[src/rtl/spi_xor_receiver.sv]
// spi_xor_receiver: mode-0 SPI slave that deserialises bytes in the clk domain.
// Data bytes are XOR-decrypted with key and written to a 16x8 display register
// at an auto-incrementing address. Command bytes (sent in clear) either clear
// the register and home the address (0x01) or set the address (0x8N).
module spi_xor_receiver #(
    parameter int SYNC_STAGES = 2
) (
    input  logic       clk,
    input  logic       reset,
    input  logic       spi_clk,
    input  logic       spi_ce,
    input  logic       spi_data_in,
    input  logic       d_c,
    input  logic [7:0] key,
    output logic       ram_write_en,
    output logic [3:0] ram_W_A,
    output logic [7:0] ram_data,
    output logic       clr_lcd_reg,
    output logic       frame_err,
    output logic       wrap
);

    typedef enum logic [1:0] {
        IDLE  = 2'd0,
        SHIFT = 2'd1,
        DONE  = 2'd2
    } state_t;

    // Synchronizer chains: index 0 takes the raw pin, top index is the safe copy.
    logic [SYNC_STAGES-1:0] sclk_q, sce_q, sdin_q, sdc_q;
    logic                   sclk_prev_q;
    logic                   sclk_s, ce_s, din_s, dc_s, rise;

    assign sclk_s = sclk_q[SYNC_STAGES-1];
    assign ce_s   = sce_q[SYNC_STAGES-1];
    assign din_s  = sdin_q[SYNC_STAGES-1];
    assign dc_s   = sdc_q[SYNC_STAGES-1];
    assign rise   = sclk_s & ~sclk_prev_q;

    // Synchronize the asynchronous SPI pins; reset loads their idle levels.
    always_ff @(posedge clk) begin
        if (!reset) begin
            sclk_q      <= '0;
            sce_q       <= '1;
            sdin_q      <= '0;
            sdc_q       <= '1;
            sclk_prev_q <= 1'b0;
        end else begin
            sclk_q      <= {sclk_q[SYNC_STAGES-2:0], spi_clk};
            sce_q       <= {sce_q[SYNC_STAGES-2:0], spi_ce};
            sdin_q      <= {sdin_q[SYNC_STAGES-2:0], spi_data_in};
            sdc_q       <= {sdc_q[SYNC_STAGES-2:0], d_c};
            sclk_prev_q <= sclk_s;
        end
    end

    state_t      state_q, state_d;
    logic [2:0]  bit_cnt_q, bit_cnt_d;
    logic [7:0]  shift_q, shift_d;
    logic        dc_q, dc_d;
    logic [3:0]  addr_q, addr_d;
    logic        we_q, we_d;
    logic [3:0]  wa_q, wa_d;
    logic [7:0]  data_q, data_d;
    logic        clr_q, clr_d;
    logic        ferr_q, ferr_d;
    logic        wrap_q, wrap_d;
    logic [7:0]  byte_nxt;

    assign byte_nxt = {shift_q[6:0], din_s};

    // State and output registers; strobes are registered so they land in DONE.
    always_ff @(posedge clk) begin
        if (!reset) begin
            state_q   <= IDLE;
            bit_cnt_q <= '0;
            shift_q   <= '0;
            dc_q      <= 1'b0;
            addr_q    <= '0;
            we_q      <= 1'b0;
            wa_q      <= '0;
            data_q    <= '0;
            clr_q     <= 1'b0;
            ferr_q    <= 1'b0;
            wrap_q    <= 1'b0;
        end else begin
            state_q   <= state_d;
            bit_cnt_q <= bit_cnt_d;
            shift_q   <= shift_d;
            dc_q      <= dc_d;
            addr_q    <= addr_d;
            we_q      <= we_d;
            wa_q      <= wa_d;
            data_q    <= data_d;
            clr_q     <= clr_d;
            ferr_q    <= ferr_d;
            wrap_q    <= wrap_d;
        end
    end

    // Next-state logic. Byte completion is decided on the 8th edge so the
    // write/clear strobes are valid during the single DONE cycle; the address
    // itself only moves on the edge that leaves DONE.
    always_comb begin
        state_d   = state_q;
        bit_cnt_d = bit_cnt_q;
        shift_d   = shift_q;
        dc_d      = dc_q;
        addr_d    = addr_q;
        we_d      = 1'b0;
        wa_d      = wa_q;
        data_d    = data_q;
        clr_d     = 1'b0;
        ferr_d    = 1'b0;
        wrap_d    = 1'b0;

        case (state_q)
            IDLE: begin
                if (!ce_s) begin
                    state_d   = SHIFT;
                    bit_cnt_d = '0;
                end
            end
            SHIFT: begin
                // Chip-enable release wins over a coincident clock edge.
                if (ce_s) begin
                    state_d   = IDLE;
                    bit_cnt_d = '0;
                    shift_d   = '0;
                    ferr_d    = (bit_cnt_q != 3'd0);
                end else if (rise) begin
                    shift_d   = byte_nxt;
                    bit_cnt_d = bit_cnt_q + 3'd1;
                    if (bit_cnt_q == 3'd7) begin
                        state_d = DONE;
                        dc_d    = dc_s;
                        if (dc_s) begin
                            we_d   = 1'b1;
                            wa_d   = addr_q;
                            data_d = byte_nxt ^ key;
                            wrap_d = (addr_q == 4'hF);
                        end else if (byte_nxt == 8'h01) begin
                            clr_d = 1'b1;
                        end
                    end
                end
            end
            DONE: begin
                state_d   = ce_s ? IDLE : SHIFT;
                bit_cnt_d = '0;
                if (dc_q)
                    addr_d = addr_q + 4'd1;
                else if (shift_q == 8'h01)
                    addr_d = '0;
                else if (shift_q[7:4] == 4'h8)
                    addr_d = shift_q[3:0];
            end
            default: state_d = IDLE;
        endcase
    end

    assign ram_write_en = we_q;
    assign ram_W_A      = wa_q;
    assign ram_data     = data_q;
    assign clr_lcd_reg  = clr_q;
    assign frame_err    = ferr_q;
    assign wrap         = wrap_q;

endmodule

[config.mk]
export PLATFORM = sky130hd
export DESIGN_NAME = spi_xor_receiver
export DESIGN_NICKNAME = d
export VERILOG_FILES = /design/src/rtl/spi_xor_receiver.sv
export SDC_FILE = /design/constraint.sdc
export NUM_CORES = 1
export LEC_CHECK = 0
export CORE_AREA = 4 4 84 63
export DETAILED_ROUTE_END_ITERATION = 10
export DIE_AREA = 0 0 88 67
export PLACE_DENSITY = 0.71
export SYNTH_ARGS = -nofsm -noshare
export SYNTH_HDL_FRONTEND = slang
export SYNTH_SLANG_ARGS = --single-unit
[constraint.sdc]
create_clock -name clk -period 2.28 [get_ports clk]
set_input_delay 0.228 -clock clk [delete_from_list [all_inputs] [get_ports clk]]
set_output_delay 0.228 -clock clk [all_outputs]
set_load 0.01 [all_outputs]
==> results by stage, run 1 <==
Synth:
- The share of synthesized area occupied by flip-flops and latches is 49.6%.
- The average footprint of a synthesized cell is 9.58 sq um.
- The number of warnings printed during yosys synthesis is 0.
- The distinct cell type count after synthesis is 41.
- Counting flops with an async set or reset pin after synthesis yields a share of 0%.
- The mapped netlist covers 0.00173 sq mm.
- Counting flops and latches in the post-synthesis netlist gives 43.
- The gate count of the mapped netlist is 181.
- The net count after synthesis is 199.
- Counting flops with a built-in enable in the synthesized netlist gives 0.
- The most used flip-flop cell after synthesis is dfxtp_1.

Min path:
- The path class of the lowest-slack min-delay path is register to register.

Timing:
- The post-route setup TNS is 0 ns.
- Counting I/O delays and the setup requirement, the final critical path takes 1.83 ns.
- For the final database, setup skew stands at 0.00661 ns.
- After layout, the worst path uses 80.2% of the clock period.
- Setup repair after global routing left no endpoint under its margin.
- The worst pin sits at a relative slew slack of 50.3%.
- Static timing analysis puts the maximum clock frequency at 547 MHz.
- The number of hold violations in the final report was 0.
- The transition time of the tightest slew-check pin is 0.746 ns.
- The number of failing setup endpoints in the final timing report is 0.
- The number of pins exceeding their max-slew limit in the final report is 0.
- Hold timing on the final database bottoms out at a slack of 0.408 ns.

Clock tree:
- The clock transition at the register clock pins on the worst setup and hold paths after CTS is 0.08 ns.
- The post-cts repair resize count is 0.
- The root buffer cell is clkbuf_8.
- TritonCTS created 5 clock buffers.
- The number of buffers on the longest clock path is 2.
- The post-CTS setup buffer count is 0.
- The H-tree generated during clock tree synthesis spans 2 levels.
- The latest clock arrival within the worst-skew pair is 0.29 ns.
- TritonCTS built the clock tree.
- In this run, post-CTS hold repair placed 0 buffers.
- The clock sink total is 43.

Drt:
- The number of vias per cell is 4.90.
- Across all layers, the routed design uses 1318 vias.
- The detailed-route wire length is 3350 microns.
- The starting DRC count in detailed routing is 62.
- After detailed routing, the number of remaining DRC violations is 0.
- The total iterations of the first detailed-routing run is 4.
- The detailed-route wire length per cell is 12.4 microns.
- Once detail routing completed, the nets flagged for antenna violations numbered 0.

Power:
- Summing internal, switching and leakage power gives 0.00130 W.
- The static leakage is 0.779 nW.
- The total power per unit cell area is 601 mW/mm^2.
- The worst-case IR drop observed on VDD is 0.456 mV.

Critical path:
- By instance count, the cell type seen most on the critical path is ha_1.
- STA classifies the critical path endpoint as a register.
- The highest fanout seen on the critical path is 24.
- The master of the slowest instance on the critical path is and4_1.
- In this design, the stage delay of the slowest critical-path cell is 0.70 ns.
- Traced cell by cell, the critical path runs through ha_1, ha_1, and4_1, nor2_1, a211oi_1.
- The minimum setup slack among reg-to-reg paths is 0.45 ns.
- The startpoint kind of the worst setup timing path is a register.
- STA puts the critical path data arrival time at 2.04 ns.
- At the worst endpoint, the required time is 2.49 ns.
- The buffer and inverter count on the worst path is 0.
- The family with the most delay on the worst path is simple AND/OR/NAND/NOR gates.
- The worst setup path is of the register to register kind.

GRT:
- The overall global routing resource usage is 12.5%.
- The first global-routing pass estimated 5640 microns of wire.
- Entering global routing, the biggest net connects 25 pins.
- The initial antenna violation count was 0.
- The total overflow left after global routing is 0.
- The via count of the first global-routing pass was 1232.

Die:
- The core area is 0.00455 sq mm.
- The initial utilization of the core area, before any placement, comes to 38.2%.
- The cell row count is 21.
- The chip width is 88 microns.
- From bottom edge to top edge, the die measures 67 microns.
- The die covers 0.00590 sq mm.
- During I/O placement, the number of pins put on the boundary was 30.

Final layout:
- The growth of design area from synthesis to finish is 24.7%.
- Counting the fill cells in the layout gives 443.
- After routing the design area is 0.00216 sq mm.
- The number of antenna repair diodes is 0.
- The final net count is 230.
- The share of post-route cells with drive strength above 1 is 6.60%.

Placement:
- In this run the cell area measured after placement is 0.00207 sq mm.
- The final weighted congestion in routability-driven placement is 0.784.
- The count of buffers added on input and output ports is 29.
- Detailed placement finished with a half-perimeter wire length of 2470 microns.

Flow run:
- Max-cap violations in this run came to 0.

Status:
- The run finished with clean final reports.
==> final timing paths <==
check,cells past startpoint,start,endpoint
setup / recovery,5,bit_cnt_q[0]$_SDFFE_PN0P_,ram_data[4]$_SDFFE_PN0P_
hold / removal,1,sce_q[0]$_SDFF_PN1_,sce_q[1]$_SDFF_PN1_
setup reg to reg,5,bit_cnt_q[0]$_SDFFE_PN0P_,ram_data[4]$_SDFFE_PN0P_
hold reg to reg,1,sce_q[0]$_SDFF_PN1_,sce_q[1]$_SDFF_PN1_
==> cell usage in the layout (no fill, tap or decap), drive strengths merged, types with 4 or more instances in the layout <==
master	synthesis	routed
a211oi	8	8
a21oi	6	6
a22oi	8	8
and2	7	7
clkbuf	4	6
clkdlybuf4s50	0	29
dfxtp	43	43
ha	4	4
mux2i	4	4
nand2	15	15
nand2b	6	6
nand3	5	5
nor2	19	19
o21ai	5	5
xnor2	8	8
==> area by class of cell <==
class | instances | area, sq um | share of cell area, %
clock buffers | 6 | 82.6 | 3.82
flip-flops and latches | 43 | 861 | 39.8
clock inverters | 1 | 5.00 | 0.231
repair buffers | 32 | 313 | 14.5
inverters | 4 | 15.0 | 0.694
well taps | 57 | 71.3 | 3.30
multi-input cells | 126 | 815 | 37.7
==> layer usage <==
metal	vias up	part of all wire (%)	GRT usage (%)
met2	30	40	17.7
met5	-	0	0
met1	587	52	17.0
met4	0	1.3	5.75
met3	6	6.5	4.33
li1	695	-	-
==> kinds of logic (layout without fill, tap and decap cells) <==
kind of cell             Yosys count  after routing  synth area share [%]
flip-flops                        43             43                  49.6
AO/OA/AOI/OAI                     40             40                  16.4
buffers and inverters             12             43                  3.39
adder cells (fa/ha/maj)            4              4                  2.89
multiplexers                       4              4                  2.31
XOR/XNOR                           8              8                  4.04
AND/OR/NAND/NOR                   70             70                  21.4
==> through the flow <==
step,utilization [%],cells,setup slack (ns)
floorplan,-,181,0.852
global placement,45.6,262,0.529
detailed placement,45.6,262,0.420
CTS,47.6,269,0.406
global route,47.6,269,0.226
finish,47.6,269,0.451
==> power breakdown <==
part	switching (W)	internal, W
registers	0.00000447	0.000758
clock network	0.000240	0.000238
logic	0.0000239	0.0000363
==> synth_stat cells (3+ instances only) <==
library cell | number | area [sq um]
nand2b_1 | 6 | 37.5
nand2_1 | 15 | 56.3
a211oi_1 | 8 | 60.1
nor2b_1 | 3 | 18.8
a21oi_1 | 6 | 30.0
inv_1 | 3 | 11.3
o21ai_0 | 5 | 25.0
clkbuf_1 | 4 | 15.0
nor4b_1 | 3 | 26.3
mux2i_1 | 4 | 40.0
nor3_1 | 3 | 15.0
dfxtp_1 | 43 | 861
nand3_1 | 5 | 25.0
a22oi_1 | 8 | 60.1
xnor2_1 | 8 | 70.1
nor2_1 | 19 | 71.3
and2_1 | 7 | 43.8
ha_1 | 4 | 50.1
No activity file was read; power rests on OpenSTA's default activity.
==> inputs of run 2 (changes only) <==
clock period = 1.8 ns   (was 2.28 ns; I/O delays follow)
==> results by stage, run 2 (synthesis results as in run 1) <==
GRT:
- The first global-routing pass estimated 5590 microns of wire.
- Entering global routing, the biggest net connects 25 pins.
- Summed over all layers, the global routing overflow is 0.
- The overall global routing resource usage is 12.6%.
- The via count of the first global-routing pass is 1207.
- The initial antenna violation count is 0.

Final layout:
- The number of filler cells placed in the layout is 435.
- 0 antenna diodes ended up in the layout.
- The growth of design area from synthesis to finish is 25.9%.
- The share of post-route cells with drive strength above 1 is 6.98%.
- The most frequent standard cell in the layout excluding fill and tap cells is dfxtp_1.
- The multi-input combinational cells in the finished layout cover a total of 815 sq um.
- The library cells used most frequently in the layout, excluding fill and tap cells, are dfxtp_1, clkdlybuf4s50_1, nor2_1.
- The final net count is 232.
- The post-layout instance area is 0.00218 sq mm.
- The sequential standard cell area is 861 sq um.

Die:
- The initialized floorplan defines 21 standard-cell rows.
- The floorplan step set the die width to 88 microns.
- The core area is 0.00455 sq mm.
- Pin placement for this block handled 30 I/O pins.
- In this run the vertical extent of the chip is 67 microns.
- The die outline area is 0.00590 sq mm.
- The initial core utilization is 38.2%.

Timing:
- The post-route setup TNS is 0 ns.
- The number of pins exceeding their max-slew limit in the final report is 0.
- The final worst hold slack is 0.419 ns.
- The headroom to the max-slew limit is 63.9%.
- Setup violations remaining at the end of the flow were counted as 0.
- The number of hold violations in the final report is 0.
- The worst path needs 1.49 ns of the cycle, external delays included.
- Setup repair after global routing left no endpoint under its margin.
- The highest clock rate is 670 MHz.
- Across all setup checks in the final design, the least slack found is 0.307 ns.
- The final critical path takes up 82.9% of the cycle.
- The transition time of the tightest slew-check pin is 0.540 ns.
- Between clock sinks in the finished design, the worst skew comes to 0.0144 ns.

Critical path:
- The kind of critical path is register to register.
- At the worst endpoint, the required time is 2.01 ns.
- Walking the worst path, the cells encountered are ha_1, ha_1, and4_1, buf_12, nor2_1, a211oi_1.
- In this design, the stage delay of the slowest critical-path cell is 0.36 ns.
- The data arrival time of the critical path is 1.71 ns.
- On the critical path the largest part of the delay comes from adder cells.
- The type of element capturing the critical path is a register.
- The worst setup path is launched from a register.
- The master of the slowest instance on the critical path is dfxtp_1.
- Counting stages on the worst path, the most repeated cell is ha_1.
- The highest fanout seen on the critical path is 24.
- Counting both buffers and inverters, the worst setup path holds a total of 1.

Clock tree:
- The number of clock buffers inserted by TritonCTS is 5.
- The quantity of hold-fixing buffers added after cts is 0.
- The root buffer cell is clkbuf_8.
- The clock sink total is 43.
- Clock latency on the worst-skew pair, taken at its later pin, is 0.30 ns.
- The clock transition at the register clock pins on the worst setup and hold paths after CTS is 0.08 ns.
- The post-cts repair resize count is 0.
- The TritonCTS clock tree is yes.
- The number of buffers on the longest clock path is 2.
- The post-CTS setup buffer count is 0.
- The number of H-tree levels is 2.

Drt:
- The routed design has 3390 microns of wire.
- The starting DRC count in detailed routing is 62.
- Across all layers, the routed design uses 1346 vias.
- The sum of met3 wire segment lengths after detailed routing is 225 microns.
- The detailed-route wire length per cell is 12.4 microns.
- The number of vias per cell is 4.95.
- The topmost layer with routed signal wires is met4.
- The final antenna-violating net count is 0.
- For this block, wires on met1 add up to 1770 microns.
- The total iterations of the first detailed-routing run is 4.
- Wire segments on met2 add up to 1390 microns in the final route.
- After detailed routing, the number of remaining DRC violations is 0.

Placement:
- The instance area at placement is 0.00210 sq mm.
- The post-place setup slack is 0.326 ns.
- The final weighted congestion in routability-driven placement is 0.810.
- The number of buffers added on ports is 29.
- After legalization and detailed placement, the total HPWL measured 2450 microns.

Power:
- The worst vdd rail ir drop is 0.429 mV.
- For this design the ratio of total power to cell area is 745 mW/mm^2.
- The static leakage is 0.787 nW.

Min path:
- The min-delay analysis places its worst path in the category register to register.

Status:
- The flow ran to the end, and the final reports show no timing, DRC or antenna violations.

Flow run:
- The tool flagged a number of max-cap violations equal to 0.
run 2: changes by cell type in the layout (fill, tap and decap cells not counted), sizes merged:
| cell | delta |
|---|---|
| clkbuf | +1 |
| buf | +2 |
run 2: layer usage:
layer | vias up | global-route usage, %
met5 | - | 0
met4 | 0 | 3.45
met3 | 2 | 5.93
met2 | 33 | 17.6
met1 | 606 | 17.1
li1 | 705 | -
run 2: cell type report:
cell class | instances | share of cell area (%)
clock buffer | 7 | 3.50
timing repair buffer | 34 | 15.6
inverter | 4 | 0.688
multi-input combinational | 126 | 37.3
tap | 57 | 3.27
sequential | 43 | 39.4
clock inverter | 1 | 0.229
run 2: per-stage QoR:
| step | instances | utilization [%] | power [W] |
|---|---|---|---|
| 2_1_floorplan | 181 | - | 0.00102 |
| 3_3_place_gp | 264 | 46.2 | 0.00107 |
| 3_5_place_dp | 264 | 46.2 | 0.00107 |
| 4_1_cts | 272 | 48.0 | 0.00165 |
| 5_1_grt | 272 | 48.0 | 0.00170 |
| 6_report | 272 | 48.0 | 0.00163 |
run 2: worst reg2reg max path: cells and delay by family (launching register included):
| kind | cells | cell delay (ns) |
|---|---|---|
| AO/OA/AOI/OAI | 1 | 0.18 |
| adder cells (fa/ha/maj) | 2 | 0.38 |
| AND/OR/NAND/NOR | 2 | 0.33 |
| flip-flops | 1 | 0.36 |
| buffers and inverters | 1 | 0.17 |
run 2: where the power goes:
| part | switching, W | internal (W) | leakage, nW |
|---|---|---|---|
| combinational | 0.0000313 | 0.0000460 | 0.397 |
| clock | 0.000311 | 0.000272 | 0.0422 |
| sequential | 0.00000596 | 0.000960 | 0.348 |
run 2: path summary, 6_finish.rpt:
check	from	slack (ns)	depth (start not counted)	end
min reg2reg	sce_q[0]$_SDFF_PN1_	0.42	1	sce_q[1]$_SDFF_PN1_
max	bit_cnt_q[0]$_SDFFE_PN0P_	0.31	6	ram_data[3]$_SDFFE_PN0P_
min	sce_q[0]$_SDFF_PN1_	0.42	1	sce_q[1]$_SDFF_PN1_
max reg2reg	bit_cnt_q[0]$_SDFFE_PN0P_	0.31	6	ram_data[3]$_SDFFE_PN0P_
==> inputs of run 3 (changes only) <==
clock period = 1.4 ns   (was 1.8 ns; I/O delays follow)
==> results by stage, run 3 (synthesis results as in run 1) <==
Drt:
- The overall via count from detail_route is 1469.
- After the first detailed-routing iteration, the DRC count stood at 124.
- Before antenna repair, the detailed router went through 4 iterations.
- In the routed design, unresolved DRC markers number 0.
- Dividing the detail-routed via count by the number of cells gives 5.10.
- The detailed-route wire length is 3890 microns.
- The final antenna-violating net count is 0.
- The detailed-route wire length per cell is 13.5 microns.

Clock tree:
- After clock tree synthesis, the clock-pin slew on the worst setup and hold paths is 0.07 ns.
- The number of buffers on the longest clock path is 2.
- For this design, the sink count on the clock tree is 43.
- Buffers inserted to repair hold after CTS numbered 0.
- The root buffer cell is clkbuf_8.
- The latest clock arrival within the worst-skew pair is 0.29 ns.
- The number of H-tree levels is 2.
- The number of clock buffers inserted by TritonCTS is 5.
- The TritonCTS clock tree is yes.

GRT:
- The initial antenna violation count is 0.
- Global routing consumed, over all layers together, 14.5% of the routing resources.
- The wire length of the first global-routing pass is 6350 microns.
- The largest net degree at the start of global routing is 20.
- The via count of the first global-routing pass is 1299.
- For this run the aggregate overflow at the end of global routing stands at 0.

Status:
- The run finished with clean final reports.

Power:
- The worst vdd rail ir drop is 0.391 mV.
- The switching portion of total power is 20.7%.
- The internal portion of the total power is 0.00163 W.
- The clock network power share is 34.4%.
- The analysis attributes to net switching a power of 0.000427 W.
- Of the total power, registers draw 60.3%.
- Summed over all cells, the static leakage comes to 0.906 nW.
- Power spread over the standard cell area amounts to 841 mW/mm^2.
- The share of total power dissipated in combinational logic is 5.3%.

Timing:
- Of the available clock period, the critical path in the final layout requires 98.8%.
- Setup repair after global routing could not meet its margin everywhere.
- The number of hold violations in the final report is 0.
- The worst clock skew on the final layout is 0.00380 ns.
- The number of failing setup endpoints in the final timing report is 0.
- At the pin with the least slew margin, the transition time is 0.337 ns.
- The worst path needs 1.38 ns of the cycle, external delays included.
- In this run the tightest slew margin relative to its limit is 77.6%.
- The number of pins exceeding their max-slew limit in the final report is 0.
- The highest clock rate is 723 MHz.
- After routing, the total negative slack on setup checks comes to 0 ns.

Critical path:
- STA classifies the critical path endpoint as a register.
- The critical path in this run is classified as register to register.
- STA classifies the critical path startpoint as a register.
- Along the worst path, the maximum fanout reaches 8.
- Data arrives at the worst endpoint at 1.57 ns.
- STA puts the critical path data required time at 1.59 ns.

Final layout:
- Of the cells placed in the final design, the portion with a size suffix greater than 1 is 22.5%.
- The top cell types in the final layout, fill and taps aside, are dfxtp_1, clkdlybuf4s50_1, buf_4.
- The growth of design area from synthesis to finish is 41.2%.
- Cells fill 53.9% of the core in the end.
- After routing the design area is 0.00245 sq mm.
- The repair_antennas step left the layout with diodes totalling 0.
- The library cell used most frequently in the layout, excluding fill and tap cells, is dfxtp_1.
- The final net count is 250.

Placement:
- The number of buffers added on ports is 29.
- The HPWL after detailed placement is 2650 microns.
- Routability-driven placement finished with a final weighted congestion of 0.847.
- Once placement finished, the instance area stood at 0.00219 sq mm.

Min path:
- The path class of the tightest hold or removal check is input pin to register.

Die:
- In this run the standard cell core region covers 0.00455 sq mm.
- Measured along the x axis, the die boundary spans 88 microns.
- The die covers 0.00590 sq mm.
- The initial core utilization is 38.2%.
- The y dimension of the die is 67 microns.
- The cell row count is 21.
- The number of top-level design ports is 30.

Flow run:
- The max-capacitance violation count is 0.
-- run 3: worst max-delay path, stage by stage, from the launching register on --
cell	delay, ns
dfxtp_2	0.33
nor4_4	0.28
a311o_2	0.32
a21oi_1	0.09
a311oi_1	0.25
-- run 3: worst paths after layout --
check,from,end,slack (ns),cells after the start
worst max-delay path,shift_q[3]$_SDFFE_PN0P_,addr_q[1]$_SDFFE_PN0P_,0.02,4
worst max register to register,shift_q[3]$_SDFFE_PN0P_,addr_q[1]$_SDFFE_PN0P_,0.02,4
worst min register to register,sdc_q[0]$_SDFF_PN1_,sdc_q[1]$_SDFF_PN1_,0.41,1
worst min-delay path,d_c,sdc_q[0]$_SDFF_PN1_,0.40,2
-- run 3: per-layer routing --
| metal | GRT usage (%) | part of all wire, % |
|---|---|---|
| met1 | 21.4 | 51 |
| met2 | 18.6 | 42 |
| met3 | 4.45 | 6.0 |
| met4 | 6.51 | 1.5 |
| met5 | 0 | 0 |
-- run 3: through the flow --
step                      cells  hold slack [ns]  total power, W  setup slack (ns)
after CTS                   284            0.403         0.00207            0.0126
after detailed placement    276            0.391         0.00137           -0.0156
after global routing        288            0.399         0.00215           -0.0958
after floorplan             181            0.213         0.00131           0.00475
after global placement      276            0.390         0.00137            0.0337
final                       288            0.403         0.00206            0.0171
-- run 3: final cells by class --
| class | count | area, sq um |
|---|---|---|
| timing repair buffer | 52 | 513 |
| fill | 418 | 2100 |
| multi-input combinational | 126 | 903 |
| clock buffer | 6 | 72.6 |
| tap | 57 | 71.3 |
| inverter | 4 | 15.0 |
| sequential | 43 | 873 |
-- run 3: power by group through the flow --
stage	Sequential (W)	Clock, W	Combinational [W]
global placement	0.00127	0	0.000104
floorplan	0.00127	0	0.0000457
global route	0.00124	0.000793	0.000120
finish	0.00124	0.000708	0.000109
CTS	0.00124	0.000728	0.000105
detailed placement	0.00127	0	0.000104
-- run 3: timing repair --
| item | CTS | global route |
|---|---|---|
| endpoints found under the hold margin | 0 | 0 |
| pin swaps | 0 | 15 |
| setup endpoints to repair | 3 | 19 |
| gates cloned | 1 | 1 |
| buffers inserted | 1 | 3 |
| resized for setup | 7 | 21 |
